[config.mk]
export PLATFORM = sky130hd
export DESIGN_NAME = strike_cpu_gen2
export DESIGN_NICKNAME = d
export VERILOG_FILES = /design/src/rtl/strike_cpu_gen2.sv
export SDC_FILE = /design/constraint.sdc
export NUM_CORES = 1
export LEC_CHECK = 0
export BUFFER_PORTS_ARGS = -buffer_cell sky130_fd_sc_hd__buf_2
export CAP_MARGIN = 20
export CORE_ASPECT_RATIO = 0.6
export CORE_MARGIN = 4
export CORE_UTILIZATION = 54
export CTS_CLUSTER_DIAMETER = 120
export DETAILED_ROUTE_END_ITERATION = 10
export HOLD_SLACK_MARGIN = 0.08
export MAX_ROUTING_LAYER = met4
export PLACE_DENSITY = 0.8
export SLEW_MARGIN = 20
export SYNTH_ARGS = -nofsm -noshare
export SYNTH_HDL_FRONTEND = slang
export SYNTH_SLANG_ARGS = --single-unit
[constraint.sdc]
create_clock -name clock -period 2.4 [get_ports clock]
set_input_delay 0.12 -clock clock [delete_from_list [all_inputs] [get_ports clock]]
set_output_delay 0.12 -clock clock [all_outputs]
set_load 0.02 [all_outputs]
[src/rtl/strike_cpu_gen2.sv]
// rtl/strike_cpu_gen2.sv - strike board CPU: fetch/load/exec core over a registered ROM with accumulator, zero flag and jumps
// Optional return stack for CALL/RET is built when STRIKE_CALL_STACK_EN is defined; otherwise CALL/RET are NOPs and fault is 0.
module strike_cpu_gen2 #(
   parameter int AW      = 6,
   parameter int DW      = 9,
   parameter int LED_W   = 4,
   parameter int STACK_D = 4
) (
   input  logic             clock,
   input  logic             reset,
   input  logic             run,
   output logic [AW-1:0]    rom_addr,
   input  logic [DW-1:0]    rom_data,
   output logic [LED_W-1:0] leds,
   output logic             stop,
   output logic             fault,
   output logic [AW-1:0]    pc_dbg
);

   localparam int IW = DW - 3;

   // Reject parameter sets the instruction format cannot encode.
   if (DW < AW + 3 || LED_W > DW - 3 || STACK_D < 1 || STACK_D > 16) begin : g_param_check
      $error("strike_cpu_gen2: illegal parameter set");
   end

   typedef enum logic [1:0] {
      S_FETCH  = 2'd0,
      S_LOAD   = 2'd1,
      S_EXEC   = 2'd2,
      S_HALTED = 2'd3
   } state_t;

   localparam logic [2:0] OP_HALT = 3'b000;
   localparam logic [2:0] OP_LDI  = 3'b001;
   localparam logic [2:0] OP_ADDI = 3'b010;
   localparam logic [2:0] OP_LEDS = 3'b011;
   localparam logic [2:0] OP_JP   = 3'b100;
   localparam logic [2:0] OP_JNZ  = 3'b101;
   localparam logic [2:0] OP_CALL = 3'b110;
   localparam logic [2:0] OP_RET  = 3'b111;

   state_t            state_q, state_d;
   logic [AW-1:0]     pc_q, pc_d;
   logic [DW-1:0]     ir_q, ir_d;
   logic [IW-1:0]     acc_q, acc_d;
   logic              z_q, z_d;
   logic [LED_W-1:0]  leds_q, leds_d;
   logic              stop_q, stop_d;

   logic [2:0]        opcode;
   logic [IW-1:0]     imm;
   logic [AW-1:0]     target;
   logic [AW-1:0]     pc_inc;
   logic [IW-1:0]     add_res;

   assign opcode  = ir_q[DW-1:DW-3];
   assign imm     = ir_q[IW-1:0];
   assign target  = imm[AW-1:0];
   assign pc_inc  = pc_q + 1'b1;
   assign add_res = acc_q + imm;

`ifdef STRIKE_CALL_STACK_EN
   localparam int SPW = $clog2(STACK_D + 1);

   // Storage is sized to the full SP range so SP indexes it without truncation.
   logic [AW-1:0]     stack_q [2**SPW];
   logic [SPW-1:0]    sp_q, sp_d;
   logic [SPW-1:0]    sp_dec;
   logic              fault_q, fault_d;
   logic              push_en;
   logic              stack_full;
   logic              stack_empty;

   assign sp_dec      = sp_q - 1'b1;
   assign stack_full  = (sp_q == SPW'(STACK_D));
   assign stack_empty = (sp_q == '0);
`endif

   // Next-state and datapath decode for the fetch/load/exec sequence.
   always_comb begin
      state_d = state_q;
      pc_d    = pc_q;
      ir_d    = ir_q;
      acc_d   = acc_q;
      z_d     = z_q;
      leds_d  = leds_q;
      stop_d  = stop_q;
`ifdef STRIKE_CALL_STACK_EN
      sp_d    = sp_q;
      fault_d = fault_q;
      push_en = 1'b0;
`endif
      case (state_q)
         S_FETCH: begin
            if (run) state_d = S_LOAD;
         end
         S_LOAD: begin
            ir_d    = rom_data;
            state_d = S_EXEC;
         end
         S_EXEC: begin
            state_d = S_FETCH;
            case (opcode)
               OP_HALT: begin
                  stop_d  = 1'b1;
                  state_d = S_HALTED;
               end
               OP_LDI: begin
                  acc_d = imm;
                  z_d   = (imm == '0);
                  pc_d  = pc_inc;
               end
               OP_ADDI: begin
                  acc_d = add_res;
                  z_d   = (add_res == '0);
                  pc_d  = pc_inc;
               end
               OP_LEDS: begin
                  leds_d = imm[LED_W-1:0];
                  pc_d   = pc_inc;
               end
               OP_JP: begin
                  pc_d = target;
               end
               OP_JNZ: begin
                  pc_d = z_q ? pc_inc : target;
               end
`ifdef STRIKE_CALL_STACK_EN
               // Overflow and underflow leave PC and SP untouched and park the core.
               OP_CALL: begin
                  if (stack_full) begin
                     fault_d = 1'b1;
                     stop_d  = 1'b1;
                     state_d = S_HALTED;
                  end else begin
                     push_en = 1'b1;
                     sp_d    = sp_q + 1'b1;
                     pc_d    = target;
                  end
               end
               OP_RET: begin
                  if (stack_empty) begin
                     fault_d = 1'b1;
                     stop_d  = 1'b1;
                     state_d = S_HALTED;
                  end else begin
                     sp_d = sp_dec;
                     pc_d = stack_q[sp_dec];
                  end
               end
`else
               OP_CALL: pc_d = pc_inc;
               OP_RET:  pc_d = pc_inc;
`endif
               default: pc_d = pc_inc;
            endcase
         end
         S_HALTED: begin
            state_d = S_HALTED;
         end
         default: state_d = S_FETCH;
      endcase
   end

   // State register; reset discards any instruction in flight.
   always_ff @(posedge clock) begin
      if (reset) begin
         state_q <= S_FETCH;
         pc_q    <= '0;
         ir_q    <= '0;
         acc_q   <= '0;
         z_q     <= 1'b1;
         leds_q  <= '0;
         stop_q  <= 1'b0;
`ifdef STRIKE_CALL_STACK_EN
         sp_q    <= '0;
         fault_q <= 1'b0;
`endif
      end else begin
         state_q <= state_d;
         pc_q    <= pc_d;
         ir_q    <= ir_d;
         acc_q   <= acc_d;
         z_q     <= z_d;
         leds_q  <= leds_d;
         stop_q  <= stop_d;
`ifdef STRIKE_CALL_STACK_EN
         sp_q    <= sp_d;
         fault_q <= fault_d;
`endif
      end
   end

`ifdef STRIKE_CALL_STACK_EN
   // Return-address storage; a push landing on a reset edge is dropped.
   always_ff @(posedge clock) begin
      if (!reset && push_en) stack_q[sp_q] <= pc_inc;
   end

   assign fault = fault_q;
`else
   assign fault = 1'b0;
`endif

   assign rom_addr = pc_q;
   assign pc_dbg   = pc_q;
   assign leds     = leds_q;
   assign stop     = stop_q;

endmodule
==> results of run 1 <==
==> sequential cells by signal, summed over array words and instances, names as in the netlist <==
signal	count
z_q	1
stop	1
leds	4
state_q	2
ir_q	9
pc_dbg	6
acc_q	6
==> how the worst max path moves through the flow <==
stage,end,depth (start not counted),slack [ps]
global route,z_q,7,280
detailed placement,z_q,7,420
global placement,z_q,7,490
finish,z_q,7,430
floorplan,z_q,7,550
CTS,z_q,7,410
==> power breakdown <==
part / switching [mW] / leakage (nW) / total (mW) / internal, mW
Combinational: 0.0893 / 0.453 / 0.148 / 0.0584
Sequential: 0.0292 / 0.235 / 0.530 / 0.501
Clock: 0.179 / 0.0542 / 0.437 / 0.259
Total: 0.297 / 0.742 / 1.12 / 0.818
==> per-stage QoR <==
step / worst slack (ps) / power, mW / utilization
floorplan: 551 / 0.646 / -
global placement: 489 / 0.676 / 0.629
detailed placement: 418 / 0.685 / 0.629
CTS: 410 / 1.12 / 0.672
global route: 281 / 1.17 / 0.672
finish: 426 / 1.12 / 0.672
==> cells by family (layout without fill, tap and decap cells) <==
| kind of cell | after synthesis | count (layout) | synth area share |
|---|---|---|---|
| flip-flops | 29 | 29 | 0.377 |
| multiplexers | 11 | 11 | 0.0732 |
| other | 1 | 1 | 0.00244 |
| buffers and inverters | 17 | 41 | 0.0618 |
| AO/OA/AOI/OAI | 43 | 43 | 0.167 |
| adder cells (fa/ha/maj) | 7 | 7 | 0.0618 |
| XOR/XNOR | 5 | 5 | 0.0285 |
| AND/OR/NAND/NOR | 73 | 73 | 0.228 |
==> final cells by class <==
| type | count | area share |
|---|---|---|
| Clock buffer | 7 | 0.0549 |
| Tap cell | 32 | 0.0228 |
| Sequential cell | 29 | 0.331 |
| Multi-Input combinational cell | 140 | 0.492 |
| Clock inverter | 1 | 0.00285 |
| Inverter | 3 | 0.00642 |
| Timing Repair Buffer | 30 | 0.0899 |
==> metal layers <==
metal	GRT usage	part of all wire	up-vias
li1	-	-	681
met2	0.308	0.44	52
met3	0.0646	0.075	4
met1	0.245	0.48	633
met5	-	0	-
met4	0.0482	0.0071	0
==> timing repair <==
| item | CTS | global route |
|---|---|---|
| resized for setup | 0 | 0 |
| hold buffers | 1 | 0 |
| endpoints found under the hold margin | 1 | 0 |
==> worst reg2reg max path, delay by kind of cell, from the launching register on <==
kind | cells | cell delay, ps
adder cells (fa/ha/maj) | 2 | 650
AND/OR/NAND/NOR | 2 | 500
flip-flops | 1 | 350
AO/OA/AOI/OAI | 2 | 210
XOR/XNOR | 1 | 200
==> cell usage in the layout, fill, tap and decap left out <==
cell type	synthesis	routed
sky130_fd_sc_hd__dfxtp_1	29	29
sky130_fd_sc_hd__buf_2	1	28
sky130_fd_sc_hd__nand2_1	23	23
sky130_fd_sc_hd__nor2_1	22	22
sky130_fd_sc_hd__a21oi_1	20	20
sky130_fd_sc_hd__mux2i_1	9	9
sky130_fd_sc_hd__nor3_1	9	9
sky130_fd_sc_hd__o21ai_0	7	7
sky130_fd_sc_hd__clkbuf_8	0	7
sky130_fd_sc_hd__a211oi_1	6	6
sky130_fd_sc_hd__ha_1	6	6
sky130_fd_sc_hd__xor2_1	3	3
sky130_fd_sc_hd__and2_1	3	3
sky130_fd_sc_hd__inv_1	3	3
sky130_fd_sc_hd__nand2b_1	3	3
sky130_fd_sc_hd__nor2b_1	3	3
sky130_fd_sc_hd__xnor2_1	2	2
sky130_fd_sc_hd__or3_1	2	2
sky130_fd_sc_hd__a31oi_1	2	2
sky130_fd_sc_hd__nand3_1	2	2
sky130_fd_sc_hd__mux2_2	2	2
sky130_fd_sc_hd__a22oi_1	2	2
sky130_fd_sc_hd__nor3b_2	1	1
sky130_fd_sc_hd__o21bai_1	1	1
sky130_fd_sc_hd__nor3_4	1	1
sky130_fd_sc_hd__o21ai_1	1	1
sky130_fd_sc_hd__a21o_1	1	1
sky130_fd_sc_hd__nand4_1	1	1
sky130_fd_sc_hd__o211ai_2	1	1
sky130_fd_sc_hd__nor3_2	1	1
sky130_fd_sc_hd__and2_0	1	1
sky130_fd_sc_hd__o21a_1	1	1
sky130_fd_sc_hd__or2_2	1	1
sky130_fd_sc_hd__a32o_1	1	1
sky130_fd_sc_hd__fa_1	1	1
sky130_fd_sc_hd__conb_1	1	1
sky130_fd_sc_hd__clkinv_2	0	1
sky130_fd_sc_hd__dlygate4sd3_1	0	1
sky130_fd_sc_hd__buf_4	8	1
==> results by stage, run 1 <==
Pwr:
- IR analysis of the VDD net gives a maximum drop of between 0.0003 and 0.0004 V.
- The static leakage is 0.742 nW.
- In this run the power density over the cells is between 600 and 700 nW/um^2.

Route:
- After detailed routing, the average wire length per cell comes to between 10 and 15 um.
- The DRC violation count after routing is 0.
- The final routed wirelength across all metal layers is between 3 and 4 mm.
- For this block, the initial DRC count from the detailed router was 93.
- After detailed routing, the number of vias per cell comes to 5.66.
- The residual antenna-violating net count after detailed routing is 0.
- The detailed-route via count is between 1000 and 1500.
- The detailed-routing iteration count for the pre-antenna-repair pass is 4.

Global routing:
- For this run, the total global-route usage over all layers was measured as 0.197.
- Global routing finished with a remaining overflow of 0.
- The number of antenna violations at the first check in global routing is 0.
- The first global-routing pass estimated 5.73 mm of wire.
- The largest net degree at the start of global routing is 30.
- The number of global-route vias before repair is between 1000 and 1500.

Worst setup path:
- The type of the worst setup path is reg -> reg.
- The data arrival time of the critical path is around 2200 ps.
- For this design, the slowest cell found on the critical path is sky130_fd_sc_hd__fa_1.
- The kind of start point of the critical path is a flip-flop.
- The most critical setup path has its startpoint at ir_q[0].
- The minimum setup slack among reg-to-reg paths is ~430 ps.
- On the critical path the largest part of the delay comes from adder cells.
- Counting cells, the worst reg-to-reg path comes to 7.
- The worst register-to-register path ends at z_q.
- The number of buffers and inverters on the critical path is 0.
- The critical path goes through ha_1 > fa_1 > xor2_1 > nor3_1 > o21ai_1 > or3_1 > o211ai_2.
- The launch point of the worst reg-to-reg path is ir_q[0].
- For this run, the slowest stage of the critical path takes 410 ps.
- The worst-path maximum fanout is 6.
- The data required time of the worst path is approximately 2600 ps.
- The worst setup path is captured at a flip-flop.

STA:
- Final hold analysis gives a worst-case slack of 83.5 ps.
- The total negative setup slack is 0 ps.
- Measured against its own limit, the worst slew margin works out to 0.571.
- The final-report hold violation count came to 0.
- The achievable frequency is between 0.5 and 0.6 GHz.
- The actual slew at the worst max-slew pin is around 640 ps.
- The final critical-path share of the clock period is 0.823.
- Across the routed clock network, the largest skew measured is 3.47 ps.
- The final number of max-transition violations is 0.
- Setup repair after global routing left no endpoint under its margin.
- Setup violations remaining at the end of the flow were counted as 0.
- The worst path needs between 1500 and 2000 ps of the cycle, external delays included.

Synth:
- The number of storage elements in the synthesis netlist is 29.
- The synthesized design spends more area on one cell type than any other, namely sky130_fd_sc_hd__dfxtp_1.
- The cell count after synthesis came out at between 150 and 200.
- The distinct cell type count after synthesis is 38.
- Counting flops with an async set or reset pin after synthesis yields a share of 0.
- The number of flops mapped to enable cells by yosys is 0.
- For this run, the register share of the synthesized area comes to 0.377.
- The commonest cells after synthesis are sky130_fd_sc_hd__dfxtp_1 (29), sky130_fd_sc_hd__nand2_1 (23), sky130_fd_sc_hd__nor2_1 (22).
- Of the post-synthesis cell area, the dominant cell type holds 0.377.
- The total of warnings raised by yosys is 0.
- For this run, the leading register cell type out of synthesis is sky130_fd_sc_hd__dfxtp_1.
- By area the synthesized netlist is led by sky130_fd_sc_hd__dfxtp_1 (38%), sky130_fd_sc_hd__a21oi_1 (6.5%), sky130_fd_sc_hd__mux2i_1 (5.9%).
- The synthesized area is 1540 sq um.
- Averaged over all synthesized cells, the footprint is approximately 8.3 sq um.
- The synthesized net count is between 200 and 250.
- The most frequent cell after synthesis is sky130_fd_sc_hd__dfxtp_1.

Final layout:
- The final standard cell count with taps included and fillers excluded is approximately 240.
- The area taken by flip-flops and latches is around 580 sq um.
- The layout cell share with drive strength beyond 1 is 0.210.
- The finished cells cover approximately 1800 sq um.
- The filler cells instantiated in the layout total 210.
- The antenna diode count is 0.
- In the final design database the tool counted 228 nets.
- Summing all multi-input logic gate instances after layout gives 863 sq um.
- The signed area change from the synthesized netlist to the final layout is 14.0%.

Die:
- The die outline width is 76.9 um.
- The number of I/O pins is 30.
- The initial core utilization is 0.590.
- The floorplan step defined a core boundary enclosing around 2600 sq um.
- The die outline area is 3800 sq um.
- The height of the die is 49.4 um.
- The initialized floorplan defines 14 standard-cell rows.

Clocking:
- The clock tree root buffer cell is sky130_fd_sc_hd__clkbuf_8.
- For the worst-skew pair, the clock arrives at the later sink with an insertion delay of 270 ps.
- The buffers inserted during post-CTS setup optimization is 0.
- After clock tree synthesis, the clock-pin slew on the worst setup and hold paths is 60 ps.
- The number of CTS-inserted buffers is 5.
- The H-tree level count is 2.
- The total clock sinks is 29.
- TritonCTS built the clock tree.
- The maximum number of buffers from clock root to sink is 2.

Place:
- The placed instance area is 1640 sq um.
- Counting tap cells, the placed design contains a total of approximately 230 instances.
- The count of buffers added on input and output ports is 28.
- Routability-driven placement finished with a final weighted congestion of 0.859.
- Once detailed placement completed, the half-perimeter wirelength came to between 2 and 3 mm.

Hold path:
- The endpoint with the worst hold slack is ir_q[5].
- The worst hold path class is in -> reg.
- The start point of the worst min-delay path is rom_data[5].
- The worst hold path passes through 3 cells.

Job:
- Max-cap violations in this run came to 0.

Run status:
- The run finished with clean final reports.
Note: power is estimated with default switching activity, not from simulation.
==> run 2: changes to the inputs <==
Clock period 2.4 ns to 2 ns, I/O delays scaled along.
==> results by stage, run 2 (same netlist as run 1, synthesis figures left out) <==
Hold path:
- The worst hold path depth is 3 (unchanged).
- The worst hold path class is in -> reg.
- The start point of the worst min-delay path is rom_data[0].
- The endpoint with the worst hold slack is ir_q[0].

Pwr:
- The worst vdd rail ir drop came to 0.000401 V (+14%).
- The power density normalized to cell area is 732 nW/um^2 (+15%).
- The static leakage is 0.798 nW (+7.5%).

Place:
- The placed instance area was 1690 sq um (+2.7%).
- The half-perimeter wire length after placement came to 2.64 mm (+2.2%).
- The final weighted congestion of routability-driven global placement was 0.923 (+7.5%).
- The pre-CTS setup slack was 65.8 ps (-352 ps).
- The number of cells after detailed placement is 239 (+2.6%).
- The total of buffers placed on input and output ports is 28 (unchanged).

Global routing:
- The global-route wire length before repair is 6.10 mm (+6.5%).
- The number of antenna violations at the first check in global routing is 0 (unchanged).
- The combined global-route utilization of all metal layers is 0.207 (+0.0109).
- The largest net degree at the start of global routing is 30 (unchanged).
- The number of global-route vias before repair is 1332 (+4.1%).
- The final global-route overflow total is 0 (unchanged).

Worst setup path:
- The data required time of the worst path is 2200 ps (-410 ps).
- The slowest stage of the critical path belongs to the cell sky130_fd_sc_hd__fa_2.
- The type of the worst setup path is reg -> reg.
- The worst-path maximum fanout is 2 (-4).
- The minimum setup slack among reg-to-reg paths was 100 ps (-320 ps).
- The startpoint identified for the worst register-to-register timing path is ir_q[0].
- The delay of the slowest cell on the worst path is 360 ps (-50 ps).
- The signal on the critical path passes through ha_1 > fa_2 > xor2_1 > nor3_1 > o21ai_1 > or3_1 > o211ai_2.
- In this design, the largest share of critical-path delay is due to adder cells.
- STA classifies the critical path endpoint as a flip-flop.
- The worst setup path is launched from a flip-flop.
- The number of gates on the worst path with buffers counted came to 7 (unchanged).
- The number of buffers and inverters on the critical path is 0 (unchanged).
- The count of cells along the worst register-to-register path is 7 (unchanged).
- The data arrival time of the critical path is 2100 ps (-80 ps).
- The endpoint identified for the worst register-to-register timing path is z_q.

Run status:
- The flow ran to the end, and the final reports show no timing, DRC or antenna violations.

STA:
- The final critical-path share of the clock period is 0.948 (+0.125).
- The number of failing setup endpoints in the final timing report came to 0 (unchanged).
- The post-route clock skew is 5.47 ps (+2.00 ps).
- The remaining max-slew budget at the tightest pin is 0.641 (+0.0697).
- The final-report hold violation count is 0 (unchanged).
- The final number of max-transition violations is 0 (unchanged).
- The achievable frequency came to 0.528 GHz (+4.2%).
- The total negative setup slack is 0 ps (unchanged).
- The post-layout worst setup margin is 104 ps (-321 ps).
- The time the worst path needs with I/O delays and setup is 1900 ps (-78.7 ps).
- Setup repair after global routing left no endpoint under its margin.
- The actual slew at the worst max-slew pin is 538 ps (-102 ps).

Die:
- The number of I/O pins is 30 (unchanged).
- The die outline width is 76.9 um (unchanged).
- The initial core utilization is 0.590 (unchanged).
- The height of the die was 49.4 um (unchanged).
- The core outline area is 2610 sq um (unchanged).
- The site row count is 14 (unchanged).
- The die outline area is 3800 sq um (unchanged).

Final layout:
- The antenna diode count was 0 (unchanged).
- The final standard cell count with taps included and fillers excluded came to 254 (+5.0%).
- The number of nets at the end of the flow is 240 (+5.3%).
- The number of inserted filler cells in the final layout came to 212 (+0.95%).
- Leaving out fill and tap cells, the most frequent cells in the layout are sky130_fd_sc_hd__dfxtp_1 (28), sky130_fd_sc_hd__buf_2 (28), sky130_fd_sc_hd__nand2_1 (23).
- The post-route standard cell area excluding fillers is 1860 sq um (+6.2%).
- The layout cell share with drive strength beyond 1 was 0.234 (+0.0247).
- The most flop-heavy register is ir_q.
- The number of flip-flops under the largest register name was 9 (unchanged).
- From synthesis to final layout, the design area changed by 21.1%.

Clocking:
- The H-tree level count is 2 (unchanged).
- The tree is rooted in a sky130_fd_sc_hd__clkbuf_8.
- The clock-pin slew of the registers on the worst-case setup and hold paths is 60 ps (about the same).
- The maximum number of buffers from clock root to sink is 2 (unchanged).
- The total clock sinks is 29 (unchanged).
- The number of CTS-inserted buffers is 5 (unchanged).
- The CTS tree is done.
- The clock latency of the later-clocked register in the worst-skew pair is 270 ps (about the same).

Route:
- The detailed-route vias per instance is 5.55 (-2.0%).
- The detailed-route via count was 1409 (+2.8%).
- The amount of wire on met2 after detailed routing came to 1.53 mm (-0.45%).
- The detailed-routing iteration count for the pre-antenna-repair pass is 5 (+1).
- The highest metal layer carrying signal wires in the routed design is met4.
- The met3 wirelength from detailed routing is 261 um (unchanged).
- The wire length on met1 is 1.74 mm (+3.9%).
- The residual antenna-violating net count after detailed routing is 0 (unchanged).
- The final routed wirelength across all metal layers is 3.55 mm (+1.6%).
- The number of design-rule violations left by the first detailed-router iteration is 114 (+23%).
- The average wire length per cell after detail routing is 14.0 um (-3.2%).
- The DRC violation count after routing is 0 (unchanged).

Job:
- The number of max-cap violations is 0 (unchanged).
run 2: cell types whose count changed in the layout (fill, tap and decap cells not counted):
cell | before | now
sky130_fd_sc_hd__buf_4 | 1 | 7
sky130_fd_sc_hd__dfxtp_1 | 29 | 28
sky130_fd_sc_hd__dlygate4sd3_1 | 1 | 7
sky130_fd_sc_hd__dfxtp_2 | 0 | 1
sky130_fd_sc_hd__fa_2 | 0 | 1
sky130_fd_sc_hd__fa_1 | 1 | 0
run 2: tightest hold or removal path, stage by stage:
cell and delay, ps:
sky130_fd_sc_hd__buf_2 100, sky130_fd_sc_hd__nand2_1 60, sky130_fd_sc_hd__a21oi_1 60
run 2: report_power, final:
group	total [mW]	leakage, nW	internal (mW)	switching [mW]
sequential	0.630	0.236	0.602	0.0286
combinational	0.203	0.508	0.0860	0.116
clock	0.531	0.0542	0.311	0.220
run 2: repair_timing:
action | CTS | global route
setup endpoints to repair | 0 | 2
endpoints found under the hold margin | 7 | 0
buffers inserted | 0 | 0
gates resized for setup | 0 | 2
hold buffers | 7 | 0
run 2: worst max path at each step:
stage,slack (ps),end,from
floorplan,150,z_q,ir_q[0]
global placement,140,z_q,ir_q[0]
detailed placement,70,z_q,ir_q[0]
CTS,50,z_q,ir_q[0]
global route,30,z_q,ir_q[0]
finish,100,z_q,ir_q[0]
run 2: final cells by class:
cell class	instances	area (sq um)	area share
inverters	3	11.3	0.00604
clock buffers	7	96.3	0.0517
flip-flops and latches	29	582	0.312
clock inverters	1	5.00	0.00269
multi-input cells	140	866	0.465
well taps	32	40.0	0.0215
repair buffers	42	263	0.141
run 2: metal layers:
layer  vias up  GRT usage
li1        709          -
met1       645      0.277
met2        53      0.303
met3         2     0.0572
met4         0     0.0663
met5         -          -
run 2: stage by stage:
stage               power (mW)  hold WS (ps)  utilization
floorplan                0.775           236            -
global placement         0.823           342        0.647
detailed placement       0.831           352        0.647
CTS                       1.37          92.4        0.712
global route              1.43           106        0.714
finish                    1.36           103        0.714
